$ cat config.mk
export PLATFORM = sky130hd
export DESIGN_NAME = multicycle_sequencer
export DESIGN_NICKNAME = d
export VERILOG_FILES = /design/src/rtl/multicycle_sequencer.sv
export SDC_FILE = /design/constraint.sdc
export NUM_CORES = 1
export LEC_CHECK = 0
export BUFFER_PORTS_ARGS = -buffer_cell sky130_fd_sc_hd__buf_2
export CAP_MARGIN = 20
export CELL_PAD_IN_SITES_DETAIL_PLACEMENT = 0
export CELL_PAD_IN_SITES_GLOBAL_PLACEMENT = 1
export CORE_ASPECT_RATIO = 0.75
export CORE_UTILIZATION = 42
export DETAILED_ROUTE_END_ITERATION = 10
export GPL_TIMING_DRIVEN = 0
export PLACE_DENSITY_LB_ADDON = 0.12
export SLEW_MARGIN = 25
export SYNTH_ARGS = -nofsm -noshare
export SYNTH_HDL_FRONTEND = slang
export SYNTH_SLANG_ARGS = --single-unit
$ cat constraint.sdc
create_clock -name clk -period 2.6 [get_ports clk]
set_input_delay 0.26 -clock clk [delete_from_list [all_inputs] [get_ports clk]]
set_output_delay 0.26 -clock clk [all_outputs]
set_load 0.05 [all_outputs]
$ cat src/rtl/multicycle_sequencer.sv
// ============================================================================
// multicycle_sequencer : RV32 multicycle control FSM (fetch handshake, ALU
//                        decode, writeback strobes, retire count, traps)
// Revision 1.0
// ============================================================================
`default_nettype none

module multicycle_sequencer #(
  parameter int TIMEOUT_CYCLES = 255,
  parameter int INSTRET_W      = 32
) (
  input  logic                 clk,
  input  logic                 reset,
  input  logic                 run,
  output logic                 imem_req,
  input  logic                 imem_ack,
  input  logic [31:0]          instr,
  output logic                 ir_we,
  output logic                 pc_we,
  output logic                 regwrite,
  output logic [2:0]           alucontrol,
  output logic                 retire,
  output logic [INSTRET_W-1:0] instret,
  output logic                 fault,
  output logic [1:0]           fault_code
);

  localparam int              CNT_W      = (TIMEOUT_CYCLES > 1) ? $clog2(TIMEOUT_CYCLES + 1) : 1;
  localparam logic [CNT_W-1:0] TIMEOUT_VAL = CNT_W'(TIMEOUT_CYCLES);
  localparam bit              TIMEOUT_EN = (TIMEOUT_CYCLES != 0);

  localparam logic [6:0] OPC_OP     = 7'b0110011;
  localparam logic [6:0] OPC_OP_IMM = 7'b0010011;

  localparam logic [2:0] ALU_AND = 3'b000;
  localparam logic [2:0] ALU_OR  = 3'b001;
  localparam logic [2:0] ALU_ADD = 3'b010;
  localparam logic [2:0] ALU_SUB = 3'b110;
  localparam logic [2:0] ALU_SLT = 3'b111;

  localparam logic [1:0] FC_NONE    = 2'b00;
  localparam logic [1:0] FC_ILLEGAL = 2'b01;
  localparam logic [1:0] FC_TIMEOUT = 2'b10;

  typedef enum logic [2:0] {
    S_IDLE      = 3'd0,
    S_FETCH     = 3'd1,
    S_DECODE    = 3'd2,
    S_EXECUTE   = 3'd3,
    S_WRITEBACK = 3'd4,
    S_FAULT     = 3'd5
  } state_t;

  state_t                 state_q, state_d;
  logic [31:0]            ir_q, ir_d;
  logic [CNT_W-1:0]       tcnt_q, tcnt_d;
  logic [2:0]             alu_q, alu_d;
  logic [INSTRET_W-1:0]   instret_q, instret_d;
  logic [1:0]             fcode_q, fcode_d;

  logic [CNT_W-1:0]       tcnt_inc;
  logic                   dec_legal;
  logic [2:0]             dec_alu;

  // rs1/rs2/immediate fields belong to the datapath, not to this controller.
  logic                   ir_unused;
  assign ir_unused = ^ir_q[24:15];

  assign tcnt_inc = tcnt_q + CNT_W'(1);

  always_comb begin
    dec_legal = 1'b0;
    dec_alu   = ALU_ADD;
    if (ir_q[6:0] == OPC_OP) begin
      if (ir_q[31:25] == 7'b0000000) begin
        dec_legal = 1'b1;
        case (ir_q[14:12])
          3'b000:  dec_alu = ALU_ADD;
          3'b111:  dec_alu = ALU_AND;
          3'b110:  dec_alu = ALU_OR;
          3'b010:  dec_alu = ALU_SLT;
          default: dec_legal = 1'b0;
        endcase
      end else if (ir_q[31:25] == 7'b0100000 && ir_q[14:12] == 3'b000) begin
        dec_legal = 1'b1;
        dec_alu   = ALU_SUB;
      end
    end else if (ir_q[6:0] == OPC_OP_IMM) begin
      dec_legal = 1'b1;
      case (ir_q[14:12])
        3'b000:  dec_alu = ALU_ADD;
        3'b111:  dec_alu = ALU_AND;
        3'b110:  dec_alu = ALU_OR;
        3'b010:  dec_alu = ALU_SLT;
        default: dec_legal = 1'b0;
      endcase
    end
  end

  always_comb begin
    state_d   = state_q;
    ir_d      = ir_q;
    tcnt_d    = tcnt_q;
    alu_d     = alu_q;
    instret_d = instret_q;
    fcode_d   = fcode_q;
    case (state_q)
      S_IDLE: begin
        if (run) begin
          state_d = S_FETCH;
          tcnt_d  = '0;
        end
      end
      S_FETCH: begin
        // An ack in the expiring cycle still wins over the timeout.
        if (imem_ack) begin
          ir_d    = instr;
          state_d = S_DECODE;
        end else begin
          tcnt_d = tcnt_inc;
          if (TIMEOUT_EN && tcnt_inc == TIMEOUT_VAL) begin
            state_d = S_FAULT;
            fcode_d = FC_TIMEOUT;
          end
        end
      end
      S_DECODE: begin
        if (dec_legal) begin
          alu_d   = dec_alu;
          state_d = S_EXECUTE;
        end else begin
          state_d = S_FAULT;
          fcode_d = FC_ILLEGAL;
        end
      end
      S_EXECUTE: begin
        state_d = S_WRITEBACK;
      end
      S_WRITEBACK: begin
        instret_d = instret_q + INSTRET_W'(1);
        if (run) begin
          state_d = S_FETCH;
          tcnt_d  = '0;
        end else begin
          state_d = S_IDLE;
        end
      end
      S_FAULT: begin
        state_d = S_FAULT;
      end
      default: begin
        state_d = S_IDLE;
      end
    endcase
  end

  always_ff @(posedge clk or negedge reset) begin
    if (!reset) begin
      state_q   <= S_IDLE;
      ir_q      <= '0;
      tcnt_q    <= '0;
      alu_q     <= '0;
      instret_q <= '0;
      fcode_q   <= FC_NONE;
    end else begin
      state_q   <= state_d;
      ir_q      <= ir_d;
      tcnt_q    <= tcnt_d;
      alu_q     <= alu_d;
      instret_q <= instret_d;
      fcode_q   <= fcode_d;
    end
  end

  // Strobes come straight from the state register; only ir_we sees an input.
  assign imem_req   = (state_q == S_FETCH);
  assign ir_we      = (state_q == S_FETCH) && imem_ack;
  assign pc_we      = (state_q == S_WRITEBACK);
  assign retire     = (state_q == S_WRITEBACK);
  assign regwrite   = (state_q == S_WRITEBACK) && (ir_q[11:7] != 5'd0);
  assign alucontrol = alu_q;
  assign instret    = instret_q;
  assign fault      = (state_q == S_FAULT);
  assign fault_code = fcode_q;

endmodule

`default_nettype wire

# Word level (Yosys, flattened, before mapping)
# Cells that the tools add are included.
# word_totals
regBits	80
latchBits	0
mem_bits_ro	0
inputBits	36
output_inout_bits	43
mem_count	0
wordCells	65
ramBits	0
# classes
n_bitwise	0
shift	0
eq_ne	18
n_lt_le_gt_ge	0
reduce_logical	16
addsub	2
muxes	23
div	0
multipliers	0
# ops
cell	count
32-bit by 1-bit adder with 32-bit output, second input constant	1
3-bit 2-to-1 mux	8
3-bit case mux with 6 select lines	1
8-bit 2-to-1 mux	2
8-bit case mux with 2 select lines	1
7-bit by 6-bit == test with 1-bit output, second input constant	2
3-bit == test, second input constant	4
3-bit by 2-bit == test with 1-bit output, second input constant	3
3-bit case mux with 3 select lines	1
8-bit by 1-bit adder with 8-bit output, second input constant	1
8-bit == test, second input constant	1
7-bit by 5-bit == test with 1-bit output, second input constant	1
7-bit zero test	1
3-bit zero test	2
1-bit 2-to-1 mux	6
2-bit 2-to-1 mux	3
2-bit != test, second input constant	3
2-bit AND reduction	3
5-bit nonzero test	1
2-bit by 1-bit != test with 1-bit output, second input constant	2
2-bit case mux with 2 select lines	1
4-bit AND reduction	1
2-bit nonzero test	2
4-bit OR reduction	1
5 further kinds	7

# Depth between registers and ports, before layout
# depth
depth_word	7
ltp_mapped	7
mapped_depth_nobuf	6

# Least setup slack after synthesis
# No wires, ideal clock.
# synth_path
kind	reg-to-reg
start	register state_q[0]
end	register ir_q[10]
arrival_ns	2.794
period_less_slack_ns	2.919
path_stages_with_launch	8
t_required_ns	2.475
n_path_buf	3
setup_slack_ns	-0.319
setup_ns	0.125
path_cell_list	dfrtp_1 buf_6 inv_1 nor3_1 and2_1 buf_2 buf_2 mux2_2
# synth_via
elab_chain_cells	2
# synth_lines
item	line	source
start: declaration	54	state_t state_q, state_d;
start signal: assignment	166	state_q <= state_d;
3-bit by 1-bit == test with 1-bit output	-	
named net imem_req	15	output logic imem_req,
2-bit AND reduction (no line)	-	
end signal: assignment	167	ir_q <= ir_d;
end: declaration	55	logic [31:0] ir_q, ir_d;
# The timed path passes the listed nets, and every way through them passes these cells.
# A chain may end at the register's enable or synchronous reset.

# Worst setup path in the final report
# layout_path
start	register state_q[0]
end	output port ir_we
# layout_via
elab_chain_cells	2
# layout_lines
item	line	source
3-bit by 1-bit == test with 1-bit output	177	assign ir_we = (state_q == S_FETCH) && imem_ack;
1-bit logical AND	177	
end: declaration	18	output logic ir_we,
# Every way passes these cells.

==> qor.json <==
{
  "grt_first_pass_wirelength_um": 11300,
  "placedInstanceArea_mm2": 0.00380,
  "yosys_warnings": 0,
  "start_kind": "register",
  "relSlewSlack_pct": 42.6,
  "synth_compound_area_share_pct": 6.42,
  "post_synth_inst_count": 288,
  "share_of_the_synthesized_area_in_the_top_cell_type_pct": 53.2,
  "depth_of_the_worst_register_to_register_path": 4,
  "via_count_of_the_first_global_routing_pass": 2265,
  "groute.layer.met2.usage_pct": 24.6,
  "fmaxAchievable_ghz": 0.440,
  "final_max_slew_viol_count": 0,
  "cts_tree": "built",
  "required_time_worst_endpoint_ns": 2.34,
  "portBuffers": 68,
  "rrSetupSlack_ns": 0.56,
  "htree_num_levels": 3,
  "yosysSeqAreaShare_pct": 53.2,
  "final_antenna_net_count": 0,
  "tightestPinTransition_ns": 0.854,
  "busiest_layer_in_global_routing": "met1",
  "clk_latency_ns": 0.33,
  "design_area_mm2": 0.00401,
  "post_synthesis_instance_area_mm2": 0.00329,
  "synth_async_sr_flop_share_pct": 100,
  "use_met3_pct": 5.42,
  "rows": 27,
  "synth.net_count": 327,
  "post_cts.resized_instances": 0,
  "drt-total-wl_um": 6650,
  "met1_usage_pct": 26.0,
  "diodes": 0,
  "final_layout_size_suffix_gt1_share_pct": 33.5,
  "synth_area_per_cell_um2": 11.4,
  "track_usage_pct": 17.6,
  "die_h_um": 78.7,
  "final.setup_skew_ns": 0.0109,
  "grt_start_max_net_pins": 46,
  "synth_enable_flop_cells": 0,
  "postCtsSetupRepairBufs": 0,
  "worst_hold_path.endpoint": "ir_q[7]$_DFFE_PN0P_",
  "cp.arrival_ns": 2.01,
  "fillCellCount": 730,
  "cts.path.max_buffers": 2,
  "yosys.area_share.xor_xnor_pct": 8.77,
  "regToRegEndpoint": "instret[22]$_DFFE_PN0N_",
  "area_share_of_fa_ha_maj_cells_after_synthesis_pct": 1.14,
  "final.setup.tns_ns": 0,
  "tritoncts_buffer_count": 9,
  "setup.worst_path.class": "reg2out",
  "clk_pin_slew_ns": 0.08,
  "power.ir.vdd_worst_mv": 0.428,
  "synth.mux.area_fraction_pct": 8.17,
  "gp_congestion": 0.748,
  "p_per_area_mw_per_mm2": 892,
  "synth-seq-cells": 70,
  "setup_repair_after_global_routing_missed_its_margin": "no",
  "number_of_antenna_violations_at_the_first_check_in_global_routing": 0,
  "worst-path-max-fanout": 10,
  "drt-vias-per-instance": 5.10,
  "dominantRegCellSynth": "sky130_fd_sc_hd__dfrtp_1",
  "report.power.total_mw": 3.57,
  "dr.pass1.iters": 4,
  "max_cap_violations": 0,
  "period_needed_ns": 2.27,
  "dr_total_vias": 2416,
  "remaining_drc_errors": 0,
  "multi_input_comb_area_mm2": 0.00147,
  "nNetsFinal": 408,
  "finalSetupViolations": 0,
  "numClockSinks": 70,
  "largest_family_of_logic_cells_by_synthesized_area": "simple AND/OR/NAND/NOR gates",
  "run_status": "finished, final reports clean",
  "routed_wire_length_per_instance_um": 14.0,
  "place_hpwl_um": 4910,
  "fp.dieArea_mm2": 0.00821,
  "design.portCount": 79,
  "syn_to_final_growth_pct": 21.7,
  "min_delay_path_depth": 2,
  "yosys.cell_types.count": 48,
  "drt_iter0_drc": 65,
  "r2r-start": "instret[8]$_DFFE_PN0N_",
  "cts.root.buffer_cell": "sky130_fd_sc_hd__clkbuf_8",
  "area.sequential_mm2": 0.00175,
  "core-area_mm2": 0.00747,
  "hold_viol_final": 0,
  "cts.hold.buffers_added": 1,
  "floorplan.die.width_um": 104,
  "initial_utilization_pct": 44.1,
  "post_synth_main_area_contributors": "sky130_fd_sc_hd__dfrtp_1, sky130_fd_sc_hd__mux2_2, sky130_fd_sc_hd__xnor2_1",
  "static_leakage_nw": 1.92,
  "netlist.top_cell.by_area": "sky130_fd_sc_hd__dfrtp_1",
  "critical_path.endpoint_type": "output port",
  "grt_overflow": 0,
  "hp-start": "instr[7]",
  "hold_path.class": "in2reg",
  "synthSimpleGateAreaFrac_pct": 19.7,
  "timing.final.crit_share_pct": 87.4
}
how the worst max path moves through the flow:
| stage | from | end | slack, ns | depth (start not counted) |
|---|---|---|---|---|
| after floorplan | state_q[0]$_DFFE_PN0P_ | ir_q[10]$_DFFE_PN0P_ | 0.16 | 7 |
| after global placement | state_q[1]$_DFFE_PN0P_ | tcnt_q[2]$_DFFE_PN0P_ | 0.41 | 5 |
| after detailed placement | instret[8]$_DFFE_PN0N_ | instret[31]$_DFFE_PN0N_ | 0.57 | 4 |
| after CTS | state_q[0]$_DFFE_PN0P_ | ir_we | 0.27 | 7 |
| after global routing | state_q[0]$_DFFE_PN0P_ | ir_we | 0.16 | 7 |
| final | state_q[0]$_DFFE_PN0P_ | ir_we | 0.33 | 7 |
logic make-up (layout without fill, tap and decap cells):
| group | count (synthesis) | in the layout |
|---|---|---|
| xor+xnor | 33 | 33 |
| buf+inv | 16 | 101 |
| compound gates | 33 | 33 |
| flops | 70 | 70 |
| mux | 24 | 24 |
| fa+ha+maj | 3 | 3 |
| simple gates | 109 | 109 |
area by class of cell:
cell class                      instances  share of cell area [%]
Buffer                                 11                    1.72
Clock buffer                           10                    3.43
Multi-Input combinational cell        202                    36.6
Tap cell                              101                    3.15
Sequential cell                        70                    43.7
Inverter                                5                   0.468
Timing Repair Buffer                   70                    9.49
Clock inverter                          5                    1.47
cell usage after synthesis (5+ instances only):
| cell type | count |
|---|---|
| sky130_fd_sc_hd__dfrtp_1 | 70 |
| sky130_fd_sc_hd__xnor2_1 | 29 |
| sky130_fd_sc_hd__mux2_2 | 23 |
| sky130_fd_sc_hd__nand2_1 | 23 |
| sky130_fd_sc_hd__nand4_1 | 17 |
| sky130_fd_sc_hd__nand3_1 | 16 |
| sky130_fd_sc_hd__o21ai_0 | 14 |
| sky130_fd_sc_hd__nor2_1 | 13 |
| sky130_fd_sc_hd__and3_1 | 6 |
| sky130_fd_sc_hd__inv_1 | 5 |
cells in the final DEF (no fill, tap or decap), types with 2 or more instances in the layout:
cell type,count
sky130_fd_sc_hd__buf_2,71
sky130_fd_sc_hd__dfrtp_1,70
sky130_fd_sc_hd__xnor2_1,29
sky130_fd_sc_hd__nand2_1,23
sky130_fd_sc_hd__mux2_2,23
sky130_fd_sc_hd__nand4_1,17
sky130_fd_sc_hd__nand3_1,16
sky130_fd_sc_hd__o21ai_0,14
sky130_fd_sc_hd__nor2_1,13
sky130_fd_sc_hd__clkbuf_8,10
sky130_fd_sc_hd__and3_1,6
sky130_fd_sc_hd__inv_1,5
sky130_fd_sc_hd__nor3b_1,4
sky130_fd_sc_hd__and2_1,4
sky130_fd_sc_hd__a21oi_1,4
sky130_fd_sc_hd__nor2b_1,4
sky130_fd_sc_hd__xor2_1,4
sky130_fd_sc_hd__buf_4,3
sky130_fd_sc_hd__clkbuf_1,3
sky130_fd_sc_hd__nor4_1,3
sky130_fd_sc_hd__and4_1,3
sky130_fd_sc_hd__ha_1,3
sky130_fd_sc_hd__buf_6,2
sky130_fd_sc_hd__nor3_2,2
sky130_fd_sc_hd__nor3_1,2
sky130_fd_sc_hd__a31oi_1,2
sky130_fd_sc_hd__nor4b_1,2
sky130_fd_sc_hd__nor4_4,2
sky130_fd_sc_hd__clkinvlp_4,2
power by group:
group	leakage (nW)	switching, mW	internal [mW]	total, mW
clock network	0.0948	0.406	0.465	0.872
registers	0.913	0.192	1.35	1.54
logic	0.915	0.682	0.484	1.17
total	1.92	1.28	2.29	3.57
routing by layer:
layer	routed length, µm	up-vias	share of wire, %
li1	-	1189	-
met1	3420	1171	51
met2	2840	51	43
met3	323	5	4.9
met4	60	0	0.90
met5	0	-	0
flip-flops by register name (all words and copies together), names as in the netlist:
register / cells
tcnt_q: 8
state_q: 3
fault_code: 2
ir_q: 22
instret: 32
alucontrol: 3
stage by stage:
| stage | worst slack [ns] | cells | util (%) | hold WS, ns |
|---|---|---|---|---|
| after global routing | 0.160 | 474 | 53.7 | 0.139 |
| after floorplan | 0.158 | 288 | - | -0.0356 |
| after detailed placement | 0.571 | 458 | 50.9 | 0.202 |
| after global placement | 0.405 | 457 | 50.4 | 0.457 |
| final | 0.327 | 474 | 53.7 | 0.153 |
| after CTS | 0.275 | 474 | 53.7 | 0.133 |
worst max-delay path, stage by stage, from the launching register on:
cell,delay (ns)
sky130_fd_sc_hd__dfrtp_1,0.36
sky130_fd_sc_hd__buf_6,0.13
sky130_fd_sc_hd__inv_1,0.07
sky130_fd_sc_hd__nor3_2,0.23
sky130_fd_sc_hd__and2_1,0.16
sky130_fd_sc_hd__buf_2,0.17
sky130_fd_sc_hd__buf_2,0.25
sky130_fd_sc_hd__buf_2,0.30
Power figures use the tool's default switching activity.
